[config.mk]
export PLATFORM = sky130hd
export DESIGN_NAME = tx_axis_arbiter
export DESIGN_NICKNAME = d
export VERILOG_FILES = /design/src/rtl/tx_axis_arbiter.sv
export SDC_FILE = /design/constraint.sdc
export NUM_CORES = 1
export LEC_CHECK = 0
export CAP_MARGIN = 20
export CORE_MARGIN = 2
export CORE_UTILIZATION = 33
export DETAILED_ROUTE_END_ITERATION = 7
export HOLD_SLACK_MARGIN = 0.02
export PLACE_DENSITY = 0.79
export SYNTH_ARGS = -nofsm -noshare
export SYNTH_HDL_FRONTEND = slang
export SYNTH_SLANG_ARGS = --single-unit
[constraint.sdc]
create_clock -name clk -period 1.9 [get_ports clk]
set_clock_uncertainty 0.1 [all_clocks]
set_input_delay 0.38 -clock clk [delete_from_list [all_inputs] [get_ports clk]]
set_output_delay 0.38 -clock clk [all_outputs]
set_load 0.02 [all_outputs]
[src/rtl/tx_axis_arbiter.sv]
// Packet-granular round-robin arbiter: two AXI-Stream frame sources share one
// tx MAC input. Ownership is held from the first beat through tlast.
module tx_axis_arbiter #(
   parameter  int DATA_WIDTH  = 32,
   parameter  int CNT_WIDTH   = 16,
   localparam int DATA_NBYTES = DATA_WIDTH/8
) (
   input  logic                   clk,
   input  logic                   reset_n,
   input  logic [DATA_WIDTH-1:0]  s0_axis_tdata,
   input  logic [DATA_NBYTES-1:0] s0_axis_tkeep,
   input  logic                   s0_axis_tvalid,
   input  logic                   s0_axis_tlast,
   output logic                   s0_axis_tready,
   input  logic [DATA_WIDTH-1:0]  s1_axis_tdata,
   input  logic [DATA_NBYTES-1:0] s1_axis_tkeep,
   input  logic                   s1_axis_tvalid,
   input  logic                   s1_axis_tlast,
   output logic                   s1_axis_tready,
   output logic [DATA_WIDTH-1:0]  m00_axis_tdata,
   output logic [DATA_NBYTES-1:0] m00_axis_tkeep,
   output logic                   m00_axis_tvalid,
   output logic                   m00_axis_tlast,
   input  logic                   m00_axis_tready,
   output logic [1:0]             grant,
   output logic [CNT_WIDTH-1:0]   frame_count0,
   output logic [CNT_WIDTH-1:0]   frame_count1
);

   typedef enum logic [1:0] {IDLE, GRANT0, GRANT1} state_t;

   state_t state, state_nxt;
   logic   last_grant;
   logic   eof0, eof1;

   // A frame ends on the accepted tlast beat of the owning port
   assign eof0 = (state == GRANT0) && s0_axis_tvalid && m00_axis_tready && s0_axis_tlast;
   assign eof1 = (state == GRANT1) && s1_axis_tvalid && m00_axis_tready && s1_axis_tlast;

   always_ff @(posedge clk) begin
      if (!reset_n) begin
         state        <= IDLE;
         last_grant   <= 1'b1;
         frame_count0 <= '0;
         frame_count1 <= '0;
      end else begin
         state <= state_nxt;
         if (state == IDLE && state_nxt == GRANT0) last_grant <= 1'b0;
         if (state == IDLE && state_nxt == GRANT1) last_grant <= 1'b1;
         if (eof0) frame_count0 <= frame_count0 + CNT_WIDTH'(1);
         if (eof1) frame_count1 <= frame_count1 + CNT_WIDTH'(1);
      end
   end

   always_comb begin
      state_nxt = state;
      case (state)
         IDLE: begin
            if (s0_axis_tvalid && s1_axis_tvalid)
               state_nxt = last_grant ? GRANT0 : GRANT1;
            else if (s0_axis_tvalid)
               state_nxt = GRANT0;
            else if (s1_axis_tvalid)
               state_nxt = GRANT1;
         end
         GRANT0:  if (eof0) state_nxt = IDLE;
         GRANT1:  if (eof1) state_nxt = IDLE;
         default: state_nxt = IDLE;
      endcase
   end

   always_comb begin
      grant           = 2'b00;
      m00_axis_tdata  = '0;
      m00_axis_tkeep  = '0;
      m00_axis_tvalid = 1'b0;
      m00_axis_tlast  = 1'b0;
      s0_axis_tready  = 1'b0;
      s1_axis_tready  = 1'b0;
      case (state)
         GRANT0: begin
            grant           = 2'b01;
            m00_axis_tdata  = s0_axis_tdata;
            m00_axis_tkeep  = s0_axis_tkeep;
            m00_axis_tvalid = s0_axis_tvalid;
            m00_axis_tlast  = s0_axis_tlast;
            s0_axis_tready  = m00_axis_tready;
         end
         GRANT1: begin
            grant           = 2'b10;
            m00_axis_tdata  = s1_axis_tdata;
            m00_axis_tkeep  = s1_axis_tkeep;
            m00_axis_tvalid = s1_axis_tvalid;
            m00_axis_tlast  = s1_axis_tlast;
            s1_axis_tready  = m00_axis_tready;
         end
         default: ;
      endcase
   end

endmodule

### After elaboration in Yosys (flattened, before gate mapping)

Cells that the tools add are included.

| word-level totals | value |
|---|---|
| flip-flop bits (word level) | 35 |
| bits of input ports | 79 |
| output and inout port bits | 74 |
| logic and storage cells | 36 |

| operators by class | value |
|---|---|
| $add $sub $neg | 2 |
| equality and inequality tests | 4 |
| mux-type cells | 14 |
| bitwise logic cells | 1 |
| reduce and logical (&&, ||, !) cells | 11 |

Operators with widths:

| kind | number |
|---|---|
| $pmux W32 S2 | 1 |
| $add A16 B1 Y16 const B | 2 |
| $mux W2 | 6 |
| $logic_and A1 B1 Y1 | 9 |
| $pmux W4 S2 | 1 |
| $pmux W2 S3 | 1 |
| $eq A2 B1 Y1 const B | 2 |
| $eq A2 B2 Y1 const B | 2 |
| $pmux W1 S2 | 2 |
| $pmux W2 S2 | 1 |
| $logic_not A2 Y1 | 1 |
| $mux W1 | 2 |
| $reduce_or A2 Y1 | 1 |
| $not A1 Y1 | 1 |

### Depth between registers and ports, before layout

Gate-level depths: netlist of the first run.

| depth | value |
|---|---|
| depth in word-level cells | 9 |
| gate-level depth with buffers | 8 |
| mapped depth without buffers | 6 |

### Worst setup path after synthesis of the first run

Ideal clock, no wire load.

| timing | value |
|---|---|
| kind | flip-flop to output port |
| start point | register state[0] |
| end point | output port m00_axis_tdata[10] |
| arrival time | 1.557 ns |
| setup slack | -0.137 ns |
| stages on the path, launching flop included | 6 |
| buffers on the path | 2 |
| cell sequence | dfxtp_1 -> inv_1 -> ha_1 -> clkbuf_1 -> clkbuf_1 -> nor2b_1 |

| on the way | value |
|---|---|
| cells in the longest elaborated chain, start to end | 2 |
| elaborated cells between the ends (all ways) | 3 |

RTL lines:

| item | line | RTL |
|---|---|---|
| start, declared | 32 | `state_t state, state_nxt;` |
| start signal, assigned | 47 | `state <= state_nxt;` |
| $eq A2 B2 Y1 or $eq A2 B1 Y1 (tied branches) | 80 | `case (state)` |
| $pmux W32 S2 * | 80 |  |
| end, declared | 20 | `output logic [DATA_WIDTH-1:0] m00_axis_tdata,` |

Every way passes the cells marked *; elsewhere a longest branch is shown, timed or not.

### Worst setup path in the final report of the first run

| timing | value |
|---|---|
| start point | register state[0] |
| end point | register frame_count1[9] |

| on the way | value |
|---|---|
| cells in the longest elaborated chain, start to end | 4 |

RTL lines:

| item | line | RTL |
|---|---|---|
| $eq A2 B2 Y1 | 38 | `assign eof1 = (state == GRANT1) && s1_axis_tvalid && m00_axis_tready && s1_axis_tlast;` |
| $logic_and A1 B1 Y1 (3 in a row) | 38 |  |
| end signal, assigned | 51 | `if (eof1) frame_count1 <= frame_count1 + CNT_WIDTH'(1);` |
| end, declared | 27 | `output logic [CNT_WIDTH-1:0] frame_count1` |

No other way between the ends.
A chain may end at the register's enable or synchronous reset.

==> results of run 1 <==
==> layout by cell type (no fill, tap or decap), types with 9 or more instances in the layout <==
cell / netlist / routed
sky130_fd_sc_hd__a21oi_1: 18 / 9
sky130_fd_sc_hd__a21oi_2: 0 / 9
sky130_fd_sc_hd__a22oi_2: 0 / 34
sky130_fd_sc_hd__buf_12: 0 / 10
sky130_fd_sc_hd__buf_4: 1 / 44
sky130_fd_sc_hd__buf_6: 1 / 37
sky130_fd_sc_hd__clkdlybuf4s50_1: 0 / 107
sky130_fd_sc_hd__dfxtp_1: 35 / 33
sky130_fd_sc_hd__nand2_1: 12 / 12
sky130_fd_sc_hd__nand4_1: 9 / 9
sky130_fd_sc_hd__nor2_1: 15 / 15
sky130_fd_sc_hd__nor2b_1: 40 / 15
sky130_fd_sc_hd__nor2b_2: 0 / 17
sky130_fd_sc_hd__o21ai_0: 12 / 9
sky130_fd_sc_hd__xor2_1: 10 / 10
==> through the flow <==
step / cells / hold WS [ns]
floorplan: 288 / 0.3778
global placement: 545 / 0.3595
detailed placement: 545 / 0.3788
CTS: 571 / 0.3878
global route: 581 / 0.4326
finish: 581 / 0.3929
==> where the power goes <==
group,leakage [nW],switching [mW],internal (mW),total (mW)
clock,0.0445,0.277,0.256,0.533
sequential,0.284,0.0155,0.745,0.761
combinational,1.54,0.502,0.729,1.23
total,1.87,0.795,1.73,2.52
==> tightest hold or removal path, cell delays in order, from the launching register on <==
cell and delay (ns):
sky130_fd_sc_hd__dfxtp_1 0.33, sky130_fd_sc_hd__o31ai_2 0.07, sky130_fd_sc_hd__a21oi_2 0.05
==> metal layers <==
metal  vias up  track usage (%)
li1       1461                -
met1      1440            26.64
met2       133            45.80
met3        18            8.489
met4         0            8.402
met5         -                0
==> cells by family after synthesis <==
| family | count (synthesis) | synth area share (%) |
|---|---|---|
| buffers and inverters | 28 | 5.171 |
| adder cells (fa/ha/maj) | 8 | 4.265 |
| AND/OR/NAND/NOR | 120 | 31.45 |
| flip-flops | 35 | 29.85 |
| AO/OA/AOI/OAI | 82 | 23.56 |
| XOR/XNOR | 13 | 4.851 |
| multiplexers | 2 | 0.8529 |
==> flip-flops by register name, summed over array words and instances (netlist names) <==
signal        cells
frame_count0     16
frame_count1     16
last_grant        1
state             2
==> path summary, 6_finish.rpt <==
kind | cells after the start | end | from
worst max-delay path | 9 | frame_count1[9]$_SDFFE_PN0P_ | state[0]$_SDFF_PN0_
worst min-delay path | 2 | frame_count1[15]$_SDFFE_PN0P_ | frame_count1[15]$_SDFFE_PN0P_
worst max register to register | 9 | frame_count1[9]$_SDFFE_PN0P_ | state[0]$_SDFF_PN0_
worst min register to register | 2 | frame_count1[15]$_SDFFE_PN0P_ | frame_count1[15]$_SDFFE_PN0P_
==> timing repair <==
action / CTS / global route
cloned: 8 / 1
setup endpoints to repair: 67 / 65
hold buffers: 0 / 0
buffers inserted: 10 / 11
pin swaps: 20 / 37
gates resized for setup: 262 / 72
==> cell type report <==
class | count | area [sq um] | share of cell area (%)
clock inverter | 3 | 18.77 | 0.3656
antenna | 1 | 2.502 | 0.04874
timing repair buffer | 209 | 2242 | 43.68
clock buffer | 5 | 68.82 | 1.340
tap | 96 | 120.1 | 2.340
multi-input combinational | 225 | 1942 | 37.83
inverter | 7 | 31.28 | 0.6093
sequential | 35 | 708.2 | 13.79
==> implementation parameters, run 1 <==
Parameter                              Value

Synthesis
  Most common cell in the netlist    sky130_fd_sc_hd__nor2b_1
  Share of synthesized registers carrying an async set or reset    0%
  Synthesized Nets    about 380
  Count of different cell masters after synthesis    34
  Synth Cell Area    around 2300 sq um
  Library cell occupying the most area in the post-synthesis netlist    sky130_fd_sc_hd__dfxtp_1
  Dominant synthesized flop cell    sky130_fd_sc_hd__dfxtp_1
  Mapped Avg Cell Area    around 8.2 sq um
  Synth top area cells    sky130_fd_sc_hd__dfxtp_1 30%, sky130_fd_sc_hd__a22oi_1 12%, sky130_fd_sc_hd__nor2b_1 11%
  Synthesized netlist cell count    about 290
  Top cell type's share of synthesized area    ~30%
  Number of warning messages in the yosys log    0
  Flip-flop and latch count after synthesis    35
  Number of synthesized flops with an enable pin    0
  Commonest cells in the netlist    40 x sky130_fd_sc_hd__nor2b_1, 38 x sky130_fd_sc_hd__a22oi_1, 35 x sky130_fd_sc_hd__dfxtp_1, 18 x sky130_fd_sc_hd__a21oi_1
  Sequential element share of the synthesized area    between 20% and 30%

Place
  Total placed instance area    roughly 4200 sq um
  Placed wire-length estimate after detailed placement    6.358 mm
  PortBufs    between 150 and 200
  Post-placement worst setup slack    -0.4211 ns
  Last weighted congestion value of the routability-driven placer    0.7995

Detailed routing
  Per-cell via count in the routed design    between 5 and 6
  Routed met3 length    866 um
  Max layer used    met4
  Wire length per cell    between 15 and 20 um
  ANT nets after route    0
  1st-pass router iterations    4
  Remaining routing DRC violations    0
  Initial drt markers    122
  WL met2    around 5.4 mm
  Routed WL    approximately 10 mm
  Vias post-DR    between 3,000 and 4,000
  Length of routed wiring on met1    3.687 mm

CTS
  Maximum buffer depth of the clock tree    2
  Clock-pin slew on the worst setup and hold paths    0.07 ns
  Skew-Pair Late Insertion Delay    0.29 ns
  Clock tree root driver cell    sky130_fd_sc_hd__clkbuf_8
  CTS Sinks    35
  CTS H-tree depth    2
  Number of buffers inserted during clock tree synthesis    5
  Clock tree from TritonCTS    built

Worst setup path
  Critical path required time    ~2 ns
  Top fanout value on the critical path    5
  Register-to-register setup slack    -0.17 ns
  Type of destination of the critical path    register
  Worst path max stage delay    ~0.37 ns
  Startpoint types    register
  Family with the most delay on the worst path    simple AND/OR/NAND/NOR gates
  WP buf/inv    4
  Critical Path, Cell by Cell    inv_4 -> ha_4 -> buf_12 -> and4_1 -> buf_6 -> nand4_4 -> buf_4 -> or3_4 -> a21oi_2
  Slowest cell on crit path    sky130_fd_sc_hd__dfxtp_4
  Crit Path Category    register to register
  Arrival @ worst endpoint    2.19 ns

STA
  Time the worst path needs with I/O delays and setup    between 2 and 2.5 ns
  Hold Fails Final Rpt    0
  Count of endpoints failing setup in the final report    between 50 and 60
  Worst slew margin relative to its limit    ~74%
  Max Freq    a little under 500 MHz
  Sum Neg Setup Slack    -6.043 ns
  Worst-Margin Slew    approximately 0.38 ns
  Setup repair after global routing missed its margin    yes
  Final Max Slew Viols    0
  Ratio of final minimum period to clock period    109.2%
  Final WS setup    -0.1742 ns

Pwr
  Total power consumption of the routed design    about 2.5 mW
  Cell area power density    roughly 500 nW/um^2
  Leak    approximately 1.9 nW
  Largest voltage drop on the vdd net    around 0.00023 V

Floorplanning
  Number of I/O pins    about 150
  FP Rows    30
  Die Y-Extent    88.34 um
  DIE AREA    around 7800 sq um
  Total core area    just under 7000 sq um
  Floorplan die width    88.34 um
  Initial standard-cell utilization of the core    34.36%

Final layout
  Proportion of layout cells with a drive suffix above 1    about two fifths
  Layout fillers    460
  Post-route design area    a little over 5000 sq um
  Area growth syn-to-layout    118.7%
  Final-stage net count    570
  Final cell utilization of the core    around three quarters

Global route
  Global route total overflow    0
  Maximum number of pins on one net before global-route repair    33
  Overall fraction of global-route tracks in use    approximately 25%
  Wire length of the first global-routing pass    between 15 and 20 mm
  Vias in the first global route    3,043
  Initial antenna violation count    1

Status
  Outcome    finished with violations
  Violated checks    negative setup slack

Hold path
  Hold/Removal Path Class    register to register

Job
  Max Cap Violations    0
(Power assumes the default switching activity.)
==> inputs of run 2 (changes only) <==
REMOVE_ABC_BUFFERS = 1   (was unset)
==> run 2 against run 1 <==
  * The flow still finishes with violations (negative setup slack)
  * Critical path depth decreased by 2
  * Clock power increased by 31%
  * Fmax decreased by 1.4%
  * Global-route usage decreased by 0.99 points
  * Flip-flop and latch count unchanged
  * Critical endpoint is now m00_axis_tdata[11]
  * Largest power group unchanged
==> implementation parameters, run 2 (same netlist as run 1, synthesis figures left out) <==
Parameter                              Value

Worst setup path
  Type of destination of the critical path    output port
  Top fanout value on the critical path    5
  Slowest cell on crit path    sky130_fd_sc_hd__dfxtp_2
  Critical Path, Cell by Cell    buf_6 -> ha_4 -> buf_4 -> buf_6 -> a22oi_2 -> nor2b_4 -> buf_6
  Worst path max stage delay    roughly 0.35 ns
  Startpoint types    register
  Crit Path Category    register to output port
  FF-to-FF path depth    7
  Cell with the most instances on the worst path    sky130_fd_sc_hd__buf_6
  Critical path required time    ~1.4 ns
  Arrival @ worst endpoint    1.62 ns

Pwr
  Total power consumption of the routed design    2.659 mW
  Net load switching power    0.7767 mW
  Cell area power density    between 500 and 600 nW/um^2
  Sequential cell fraction of total power    between 20% and 30%
  Internal power component    1.883 mW
  Power share of the combinational group    a little under half
  Largest voltage drop on the vdd net    roughly 0.00031 V
  Leak    approximately 1.9 nW
  Sw Share    about 29%
  Fraction of power consumed by the clock network    26.2%

Final layout
  Area growth syn-to-layout    114.0%
  Largest registers ranked by flip-flop count    frame_count0 x16, frame_count1 x16, state x2
  Proportion of layout cells with a drive suffix above 1    ~38%
  Most frequent standard cell in the layout excluding fill and tap cells    sky130_fd_sc_hd__clkdlybuf4s50_1
  Final cell utilization of the core    roughly three quarters
  Antenna diode count    0
  Commonest cells after routing, fill and taps aside    105 x sky130_fd_sc_hd__clkdlybuf4s50_1, 74 x sky130_fd_sc_hd__buf_4, 36 x sky130_fd_sc_hd__a22oi_2, 36 x sky130_fd_sc_hd__nor2b_1, 33 x sky130_fd_sc_hd__dfxtp_1
  Final-stage net count    around 580

STA
  Setup repair after global routing missed its margin    yes
  Sum Neg Setup Slack    -7.704 ns
  Worst hold margin    a little over 0.4 ns
  Final WS setup    -0.2036 ns
  Time the worst path needs with I/O delays and setup    approximately 2.1 ns
  Hold Fails Final Rpt    0
  Worst-Margin Slew    between 0.4 and 0.5 ns
  Ratio of final minimum period to clock period    110.7%
  Worst slew margin relative to its limit    a little over two thirds
  Final Max Slew Viols    0
  Max Freq    about 480 MHz
  Count of endpoints failing setup in the final report    57

Detailed routing
  Initial drt markers    86
  ANT nets after route    0
  Routed WL    a little under 10 mm
  Remaining routing DRC violations    0
  Wire length per cell    between 15 and 20 um
  Vias post-DR    between 3,000 and 4,000
  1st-pass router iterations    4
  Per-cell via count in the routed design    ~5.3

CTS
  CTS Sinks    35
  CTS H-tree depth    2
  Number of buffers inserted during clock tree synthesis    5
  Maximum buffer depth of the clock tree    2
  Number of hold buffers added after cts    0
  Clock-pin slew on the worst setup and hold paths    ~0.07 ns
  Skew-Pair Late Insertion Delay    approximately 0.29 ns
  Clock tree from TritonCTS    built
  Clock tree root driver cell    sky130_fd_sc_hd__clkbuf_8

Floorplanning
  Die Y-Extent    between 80 and 90 um
  Total core area    6832 sq um
  Number of I/O pins    between 150 and 200
  Initial standard-cell utilization of the core    roughly 34%
  DIE AREA    just under 8000 sq um
  Floorplan die width    ~88 um
  FP Rows    30

Global route
  Global route total overflow    0
  Overall fraction of global-route tracks in use    a little under a quarter
  Wire length of the first global-routing pass    14.75 mm
  Initial antenna violation count    0
  Vias in the first global route    between 3,000 and 4,000
  Maximum number of pins on one net before global-route repair    33

Status
  Violated checks    negative setup slack
  Outcome    finished with violations

Place
  PortBufs    152
  Last weighted congestion value of the routability-driven placer    approximately 0.78
  Placed wire-length estimate after detailed placement    between 6 and 7 mm

Hold path
  Cell depth of the worst hold path    2
  Hold/Removal Path Class    register to register

Job
  Max Cap Violations    0
## run 2: changes by cell type in the layout (fill, tap and decap cells not counted), sizes merged
cell,previous run,this run
dlygate4sd2,1,2
inv,8,7
clkbuf,6,9
dlymetal6s2s,3,4
clkinvlp,1,0
clkdlybuf4s15,1,0
diode,1,0
bufinv,0,1
clkdlybuf4s50,107,105
buf,95,105
## run 2: metrics by stage
| step | cells | area (sq um) | setup WS (ns) |
|---|---|---|---|
| floorplan | 267 | 2252 | -0.8996 |
| global placement | 557 | 4259 | -0.4087 |
| detailed placement | 557 | 4259 | -0.4489 |
| CTS | 579 | 4753 | -0.1861 |
| global route | 591 | 5022 | -0.2570 |
| finish | 591 | 5022 | -0.2036 |
## run 2: worst paths after layout
kind	start	end	slack (ns)
min reg2reg	frame_count1[15]$_SDFFE_PN0P_	frame_count1[15]$_SDFFE_PN0P_	0.40
max	state[1]$_SDFF_PN0_	m00_axis_tdata[11]	-0.20
min	frame_count1[15]$_SDFFE_PN0P_	frame_count1[15]$_SDFFE_PN0P_	0.40
max reg2reg	state[1]$_SDFF_PN0_	frame_count1[14]$_SDFFE_PN0P_	-0.15
## run 2: repair_timing
item                                    CTS  global route
endpoints found under the setup margin   74            66
pin swaps                                26            20
setup buffers                             9            11
cloned                                    5             2
gates resized for setup                 269            40
## run 2: cell type report
type	count	area, sq um
clock buffers	6	82.58
clock inverters	2	35.03
fillers	479	1809
inverters	7	28.78
multi-input cells	225	1842
flip-flops and latches	35	703.2
well taps	96	120.1
repair buffers	220	2211
## run 2: critical path: cells and delay by family (launching register included)
kind	cells	cell delay (ns)
DFF	1	0.35
and+or+nand+nor	1	0.06
buffers and inverters	4	0.53
adders and majority gates	1	0.19
AOI/OAI and AO/OA	1	0.21
## run 2: power by group through the flow
stage	logic [mW]	clock network (mW)	registers, mW
floorplan	0.361	0	0.771
global placement	0.823	0	0.769
detailed placement	0.827	0	0.769
CTS	1.08	0.702	0.756
global route	1.27	0.741	0.757
finish	1.21	0.696	0.756
## run 2: routing by layer
metal	vias to the layer above	share of wire [%]	track usage, %
li1	1484	-	-
met1	1488	36	25.25
met2	140	53	44.36
met3	17	8.4	8.955
met4	0	2.2	6.887
met5	-	0	0
